==> src/rtl/cordic_pkg.sv <==
// CORDIC shared constants and arctangent table.
// Angles are in binary units: a full circle is 2^piw counts.
package cordic_pkg;

  localparam int PW_DEF      = 12;
  localparam int IW_DEF      = 31;
  localparam int OW_DEF      = 32;
  localparam int NSTAGES_DEF = 11;
  localparam int GUARD       = 3;

  // atan(2^-i) with a full circle of 2^32 counts
  function automatic logic [31:0] atan_base(input int i);
    unique case (i)
      0:       atan_base = 32'h2000_0000;
      1:       atan_base = 32'h12e4_051e;
      2:       atan_base = 32'h09fb_385b;
      3:       atan_base = 32'h0511_11d4;
      4:       atan_base = 32'h028b_0d43;
      5:       atan_base = 32'h0145_d7e1;
      6:       atan_base = 32'h00a2_f61e;
      7:       atan_base = 32'h0051_7c55;
      8:       atan_base = 32'h0028_be53;
      9:       atan_base = 32'h0014_5f2f;
      10:      atan_base = 32'h000a_2f98;
      11:      atan_base = 32'h0005_17cc;
      12:      atan_base = 32'h0002_8be6;
      13:      atan_base = 32'h0001_45f3;
      14:      atan_base = 32'h0000_a2f9;
      15:      atan_base = 32'h0000_517d;
      default: atan_base = 32'd683565276 >> i;
    endcase
  endfunction

  // rescale to a 2^piw circle, rounding to nearest
  function automatic logic [63:0] atan_val(input int i, input int piw);
    logic [63:0] t;
    t = {32'd0, atan_base(i)};
    if (piw >= 32)
      atan_val = t << (piw - 32);
    else
      atan_val = (t + (64'd1 << (31 - piw))) >> (32 - piw);
  endfunction

endpackage

==> src/rtl/cordic_stage.sv <==
// One registered CORDIC micro-rotation, steered by the
// sign of the residual phase.
module cordic_stage
  import cordic_pkg::*;
#(
  parameter int WW  = 35,
  parameter int PIW = 16,
  parameter int IDX = 0
) (
  input  logic                  clk,
  input  logic                  reset,
  input  logic                  enable,
  input  logic signed [WW-1:0]  x,
  input  logic signed [WW-1:0]  y,
  input  logic        [PIW-1:0] ph,
  output logic signed [WW-1:0]  xr,
  output logic signed [WW-1:0]  yr,
  output logic        [PIW-1:0] phr
);

  localparam logic [63:0]    A64  = atan_val(IDX, PIW);
  localparam logic [PIW-1:0] ATAN = A64[PIW-1:0];

  logic signed [WW-1:0] xs;
  logic signed [WW-1:0] ys;

  assign xs = x >>> IDX;
  assign ys = y >>> IDX;

  always_ff @(posedge clk) begin
    if (reset) begin
      xr  <= '0;
      yr  <= '0;
      phr <= '0;
    end else if (enable) begin
      if (!ph[PIW-1]) begin
        xr  <= x - ys;
        yr  <= y + xs;
        phr <= ph - ATAN;
      end else begin
        xr  <= x + ys;
        yr  <= y - xs;
        phr <= ph + ATAN;
      end
    end
  end

endmodule

==> src/rtl/cordic.sv <==
// Pipelined rotation-mode CORDIC: quadrant pre-rotation,
// NSTAGES micro-rotations, then round-half-up to OW bits.
module cordic
  import cordic_pkg::*;
#(
  parameter int PW      = PW_DEF,
  parameter int IW      = IW_DEF,
  parameter int OW      = OW_DEF,
  parameter int NSTAGES = NSTAGES_DEF
) (
  input  logic                 clk,
  input  logic                 reset,
  input  logic                 enable,
  input  logic signed [IW-1:0] i_xval,
  input  logic signed [IW-1:0] i_yval,
  input  logic        [PW-1:0] i_phase,
  output logic signed [OW-1:0] o_xval,
  output logic signed [OW-1:0] o_yval
);

  localparam int WW  = OW + GUARD;
  localparam int PIW = PW + 4;

  logic signed [WW-1:0]  xe;
  logic signed [WW-1:0]  ye;
  logic signed [WW-1:0]  x0;
  logic signed [WW-1:0]  y0;
  logic        [PIW-1:0] p0;
  logic signed [WW-1:0]  xv [0:NSTAGES];
  logic signed [WW-1:0]  yv [0:NSTAGES];
  logic        [PIW-1:0] pv [0:NSTAGES];
  logic signed [WW-1:0]  xf;
  logic signed [WW-1:0]  yf;
  logic                  unused_ok;

  assign xe = {{(WW-IW-GUARD){i_xval[IW-1]}}, i_xval, {GUARD{1'b0}}};
  assign ye = {{(WW-IW-GUARD){i_yval[IW-1]}}, i_yval, {GUARD{1'b0}}};

  // quadrant removed here so the residual is always in [0,90)
  always_ff @(posedge clk) begin
    if (reset) begin
      x0 <= '0;
      y0 <= '0;
      p0 <= '0;
    end else if (enable) begin
      p0 <= {2'b00, i_phase[PW-3:0], 4'b0000};
      unique case (i_phase[PW-1:PW-2])
        2'b00: begin
          x0 <= xe;
          y0 <= ye;
        end
        2'b01: begin
          x0 <= -ye;
          y0 <= xe;
        end
        2'b10: begin
          x0 <= -xe;
          y0 <= -ye;
        end
        2'b11: begin
          x0 <= ye;
          y0 <= -xe;
        end
      endcase
    end
  end

  assign xv[0] = x0;
  assign yv[0] = y0;
  assign pv[0] = p0;

  for (genvar k = 0; k < NSTAGES; k++) begin : g_stage
    cordic_stage #(
      .WW (WW),
      .PIW(PIW),
      .IDX(k)
    ) u_stage (
      .clk   (clk),
      .reset (reset),
      .enable(enable),
      .x     (xv[k]),
      .y     (yv[k]),
      .ph    (pv[k]),
      .xr    (xv[k+1]),
      .yr    (yv[k+1]),
      .phr   (pv[k+1])
    );
  end

  assign xf = xv[NSTAGES];
  assign yf = yv[NSTAGES];

  always_ff @(posedge clk) begin
    if (reset) begin
      o_xval <= '0;
      o_yval <= '0;
    end else if (enable) begin
      o_xval <= xf[WW-1:GUARD] + {{(OW-1){1'b0}}, xf[GUARD-1]};
      o_yval <= yf[WW-1:GUARD] + {{(OW-1){1'b0}}, yf[GUARD-1]};
    end
  end

  assign unused_ok = &{1'b0, xf[GUARD-2:0], yf[GUARD-2:0], pv[NSTAGES]};

endmodule

==> config.mk <==
export PLATFORM = sky130hd
export DESIGN_NAME = cordic
export DESIGN_NICKNAME = d
export VERILOG_FILES = /design/src/rtl/cordic_pkg.sv /design/src/rtl/cordic_stage.sv /design/src/rtl/cordic.sv
export SDC_FILE = /design/constraint.sdc
export NUM_CORES = 2
export LEC_CHECK = 0
export CAP_MARGIN = 10
export CORE_MARGIN = 2
export CORE_UTILIZATION = 30
export CTS_CLUSTER_SIZE = 24
export DETAILED_ROUTE_END_ITERATION = 8
export PLACE_DENSITY = 0.57
export SYNTH_ARGS = -nofsm -noshare
export SYNTH_HDL_FRONTEND = slang
export SYNTH_HIERARCHICAL = 1
export SYNTH_SLANG_ARGS = --single-unit
==> constraint.sdc <==
create_clock -name clk -period 4.3 [get_ports clk]
set_input_delay 0.645 -clock clk [delete_from_list [all_inputs] [get_ports clk]]
set_output_delay 0.645 -clock clk [all_outputs]
set_load 0.01 [all_outputs]
Yosys cells after proc, flatten, opt, wreduce, memory -nomap -nowiden
Cells that the tools add are included.
W data, S select, Z words.
{ "classes": {"add_sub_neg": 65, "eq_ne": 3, "n_mux": 31, "n_reduce_logical": 1} }
{ "ops": {"columns": ["operator", "count"], "rows": [
  ["$mux W35", 20],
  ["$pmux W35 S4", 2],
  ["$mux W16", 9],
  ["$add A35 B25 Y35", 2],
  ["$add A35 B26 Y35", 2],
  ["$add A35 B27 Y35", 2],
  ["$add A35 B28 Y35", 2],
  ["$add A35 B29 Y35", 2],
  ["$add A35 B30 Y35", 2],
  ["$add A35 B31 Y35", 2],
  ["$add A35 B32 Y35", 2],
  ["$add A35 B33 Y35", 2],
  ["$add A35 B34 Y35", 2],
  ["$neg A34 Y35", 2],
  ["$sub A35 B25 Y35", 2],
  ["$sub A35 B26 Y35", 2],
  ["$sub A35 B27 Y35", 2],
  ["$sub A35 B28 Y35", 2],
  ["$sub A35 B29 Y35", 2],
  ["$sub A35 B30 Y35", 2],
  ["$sub A35 B31 Y35", 2],
  ["$sub A35 B32 Y35", 2],
  ["$sub A35 B33 Y35", 2],
  ["$sub A35 B34 Y35", 2],
  ["other kinds (25)", 27]
]} }
{ "totals": {"reg_bits": 1074} }

Longest topological paths before layout
{ "logic_depth": {"ltp_word": 2, "depth_mapped": 20} }

Cells and area by module
The synthesis kept the hierarchy.
{ "by_module_without_submodules": {"columns": ["module", "n_inst", "cells_per_inst", "area_each_um2", "seq_area_each_um2"], "rows": [
  ["cordic_stage at g_stage[0].u_stage", 1, 1284, 9230.1, 1701.6],
  ["cordic", 1, 1152, 8984.9, 2762.6],
  ["cordic_stage at g_stage[7].u_stage", 1, 1155, 8718.4, 1721.7],
  ["cordic_stage at g_stage[1].u_stage", 1, 1100, 8624.5, 1721.7],
  ["cordic_stage at g_stage[2].u_stage", 1, 1108, 8568.2, 1721.7],
  ["cordic_stage at g_stage[9].u_stage", 1, 1102, 8450.6, 1721.7],
  ["cordic_stage at g_stage[3].u_stage", 1, 1115, 8436.8, 1721.7],
  ["cordic_stage at g_stage[4].u_stage", 1, 1067, 8395.6, 1721.7],
  ["cordic_stage at g_stage[5].u_stage", 1, 1082, 8390.5, 1721.7],
  ["cordic_stage at g_stage[10].u_stage", 1, 1066, 8383.0, 1721.7],
  ["cordic_stage at g_stage[6].u_stage", 1, 1089, 8280.4, 1721.7],
  ["cordic_stage at g_stage[8].u_stage", 1, 1067, 8237.9, 1721.7]
]} }

Least setup slack after synthesis
Ideal clock, no wire load.
{ "synth_path": {"kind": "register -> register", "from": "reg g_stage[1].u_stage.phr[15]", "to": "reg g_stage[2].u_stage.yr[34]", "setup_time_ns": 0.115, "t_arrival_ns": 4.295, "required_time_ns": 4.185, "path_slack_ns": -0.111, "path_stages_with_launch": 16, "path_buffers": 3, "path_cell_list": "dfxtp_1 -> clkbuf_1 -> clkbuf_1 -> clkbuf_1 -> nor2_1 -> xnor2_1 -> ha_1 -> nor2b_4 -> o31a_1 -> o41a_1 -> a221o_1 -> o31a_1 -> a211oi_4 -> o21ai_2 -> or4b_1 -> and3_1"} }
{ "synth_via": {"elab_chain_len": 1} }
{ "synth_rtl": {"columns": ["item", "line_no", "rtl"], "rows": [
  ["from (decl)", "cordic_stage.sv:18", "output logic [PIW-1:0] phr"],
  ["from (signal assigned)", "cordic_stage.sv:39", "phr <= ph - ATAN;"],
  ["from (signal assigned)", "cordic_stage.sv:43", "phr <= ph + ATAN;"],
  ["$mux W35", "cordic_stage.sv:36", "if (!ph[PIW-1]) begin"],
  ["to (signal assigned)", "cordic_stage.sv:38", "yr <= y + xs;"],
  ["to (signal assigned)", "cordic_stage.sv:42", "yr <= y - xs;"],
  ["to (decl)", "cordic_stage.sv:17", "output logic signed [WW-1:0] yr,"]
]} }
Every way passes these cells.
A chain may end at the register's enable or synchronous reset.

Final worst setup path
{ "layout_path": {"from": "reg g_stage[1].u_stage.xr[6]", "to": "reg g_stage[2].u_stage.yr[34]"} }
{ "layout_via": {"elab_chain_len": 2} }
{ "layout_rtl": {"columns": ["item", "line_no", "rtl"], "rows": [
  ["from (decl)", "cordic_stage.sv:16", "output logic signed [WW-1:0] xr,"],
  ["from (signal assigned)", "cordic_stage.sv:37", "xr <= x - ys;"],
  ["from (signal assigned)", "cordic_stage.sv:41", "xr <= x + ys;"],
  ["$add A35 B33 Y35 or $sub A35 B33 Y35 (tied branches)", "cordic_stage.sv:38, cordic_stage.sv:42", null],
  ["$mux W35 (*)", "cordic_stage.sv:36", null]
]} }
Mark *: on every way between the ends. The rest lies on a longest branch, timed or not.

==> run summary <==
status: completed
Clock Latency Late Sink: 0.84 ns
worst hold start: enable
HPWL Detailed: 270,000 µm
worst r2r src: g_stage[1].u_stage/xr[6]
Post-Synthesis Cell Area: 0.101 mm²
Slew Viols, Final: 0
R2R depth: 13
Worst Setup Path Type: flop to flop
fin util: 0.349
gr usage total: 0.192
Site Rows: 212
CTS sink cnt: 1,046
starting density of the core: 0.302
cts bufs inserted: 138
port bufs: 140
PwrDens: 937 mW/mm²
Hold Path Class: input pin to flop
vias per cell: 5.40
crit path capture type: flop
Peak Freq: 243 MHz
Tcrit/Tclk final: 0.957
Worst Path Arrival: 4.82 ns
routed wire length: 341,000 µm
first-pass GRT wire length: 532,000 µm
nets: 14,673
reg-to-reg slack, setup: 0.18 ns
post-layout min period: 4.12 ns
Die Width: 583 µm
root buffer cell: clkbuf_16
largest net degree at the start of global routing: 140
pre-CTS setup slack: 0.0316 ns
DRT iter0 DRCs: 7,537
TritonCTS clock tree: yes
Synth Warn #: 6
final setup fails: 0
Critical Path, Cell by Cell: or4_4 > o21ai_0 > xor2_1 > ha_1 > a21oi_1 > a21boi_0 > o41a_1 > a221o_1 > o31a_1 > a211oi_4 > o21ai_2 > or4b_1 > and3_1
P_leak: 50.1 nW
hold path endpoint: g_stage[4].u_stage/xr[2]
max_slew headroom: 0.197
GRT overflow: 0
vias in the first global route: 90,441
antenna violations before repair: 9
Setup crit start kind: flop
clock-pin slew of the registers on the worst-case setup and hold paths: 0.06 ns
Vias: 97,720
Critical Path RT: 5.01 ns
Worst Path Max Fanout: 5
first-pass iteration count of the detailed router: 7
Final Hold Fails: 0
DIE HEIGHT: 583 µm
GP Congestion: 0.929
CP peak stage delay: 0.58 ns
placed inst area: 0.111 mm²
die area: 0.340 mm²
worst-margin pin slew: 1.19 ns
CTS max path bufs: 4
maximum capacitance violations: 0
H-tree lvl count: 4
critical path's slowest cell: or4_4
ratio of cells with drive above 1 in the final layout: 0.102
Clock Skew: 0.0652 ns
WHS Path Cells: 2
RSZ-0062 raised after global routing: true
maximum vdd drop: 0.377 mV
Area Overhead vs Synth: 15.7%
# DRC: 0
post-route design area: 0.117 mm²
Mean Syn Cell Area: 7.65 µm²
DR WL/cell: 18.8 µm
RR Endpoint: g_stage[2].u_stage/yr[34]
I/O pin count: 141
Routed Antenna Nets: 0
Syn Inst Count: 13,170
Core Box Area: 0.334 mm²
setup ws final: 0.184 ns
placed cells by master (no fill, tap or decap), types with 37 or more instances in the layout:
| master | instances |
|---|---|
| o31ai_1 | 76 |
| or3_1 | 102 |
| a311oi_1 | 38 |
| inv_1 | 476 |
| or4_1 | 42 |
| nand2_1 | 922 |
| xor2_1 | 524 |
| a21o_1 | 435 |
| nand3_1 | 258 |
| o31a_1 | 38 |
| a211oi_1 | 269 |
| nor2_1 | 1554 |
| o21ai_0 | 620 |
| nor3b_1 | 51 |
| o211ai_1 | 88 |
| xnor2_1 | 754 |
| o21a_1 | 141 |
| buf_4 | 756 |
| o21ai_1 | 90 |
| nand2b_1 | 107 |
| a31oi_1 | 172 |
| or2_2 | 43 |
| and3_1 | 116 |
| nor4_1 | 90 |
| and2_1 | 70 |
| mux2i_1 | 436 |
| dfxtp_1 | 1035 |
| mux2_2 | 37 |
| o21bai_1 | 135 |
| ha_1 | 931 |
| nor2b_1 | 124 |
| a21oi_1 | 1233 |
| nor3_1 | 353 |
| nand4_1 | 168 |
| a211o_1 | 40 |
| o22ai_1 | 54 |
| o311ai_0 | 37 |
| clkbuf_16 | 142 |
| clkdlybuf4s50_1 | 136 |
per-layer routing:
metal | up-vias | GRT usage | wire length [µm]
li1 | 48782 | - | -
met1 | 46399 | 0.270 | 164000
met2 | 2180 | 0.313 | 154000
met3 | 359 | 0.0195 | 15400
met4 | 0 | 0.0448 | 7670
met5 | - | 0 | 0
report_power, final:
part	internal [mW]	leakage, nW	switching (mW)	total (mW)
clock network	7.02	2.20	4.73	11.8
registers	12.6	8.64	4.16	16.8
logic	33.8	39.3	46.8	80.6
total	53.5	50.1	55.7	109
per-stage QoR:
step	cells	power, mW	hold WS [ns]	TNS, ns
2_1_floorplan	13197	71.0	0.424	0
3_3_place_gp	17848	95.5	0.447	0
3_5_place_dp	17848	95.5	0.448	0
4_1_cts	18084	108	0.255	0
5_1_grt	18110	118	0.295	-0.382
6_report	18110	109	0.298	0
critical path, delay by kind of cell (launching register included):
kind,cells,cell delay (ns)
flops,1,0.31
simple gates,3,1.21
xor+xnor,1,0.18
fa+ha+maj,1,0.28
compound gates,8,2.00
state kept, by name, indices dropped and copies added (netlist names):
| name | cells |
|---|---|
| g_stage.u_stage/xr | 383 |
| g_stage.u_stage/yr | 382 |
| p0 | 10 |
| g_stage.u_stage/phr | 143 |
| o_xval | 32 |
| y0 | 32 |
| o_yval | 32 |
| x0 | 32 |
layout make-up:
cell class	instances	area [µm²]
inverters	494	1850
diodes	2	5.00
multi-input cells	11031	76200
flip-flops and latches	1046	21000
well taps	4387	5490
fillers	35365	217000
clock inverters	50	592
clock buffers	186	3930
repair buffers	914	7440
worst max-delay path by stage:
stage,from,to
finish,g_stage[1].u_stage/xr[6],g_stage[2].u_stage/yr[34]
global route,g_stage[3].u_stage/xr[7],g_stage[4].u_stage/yr[34]
CTS,g_stage[3].u_stage/xr[8],g_stage[4].u_stage/yr[34]
detailed placement,g_stage[3].u_stage/yr[9],g_stage[4].u_stage/xr[34]
global placement,g_stage[3].u_stage/xr[8],g_stage[4].u_stage/yr[34]
floorplan,g_stage[1].u_stage/phr[15],g_stage[2].u_stage/yr[34]
what timing repair did:
action,CTS,global route
hold buffers,0,0
setup endpoints to repair,1,120
buffers inserted,0,23
gates cloned,0,0
gates resized for setup,1,151
pin swaps,0,41
(Power assumes the default switching activity.)
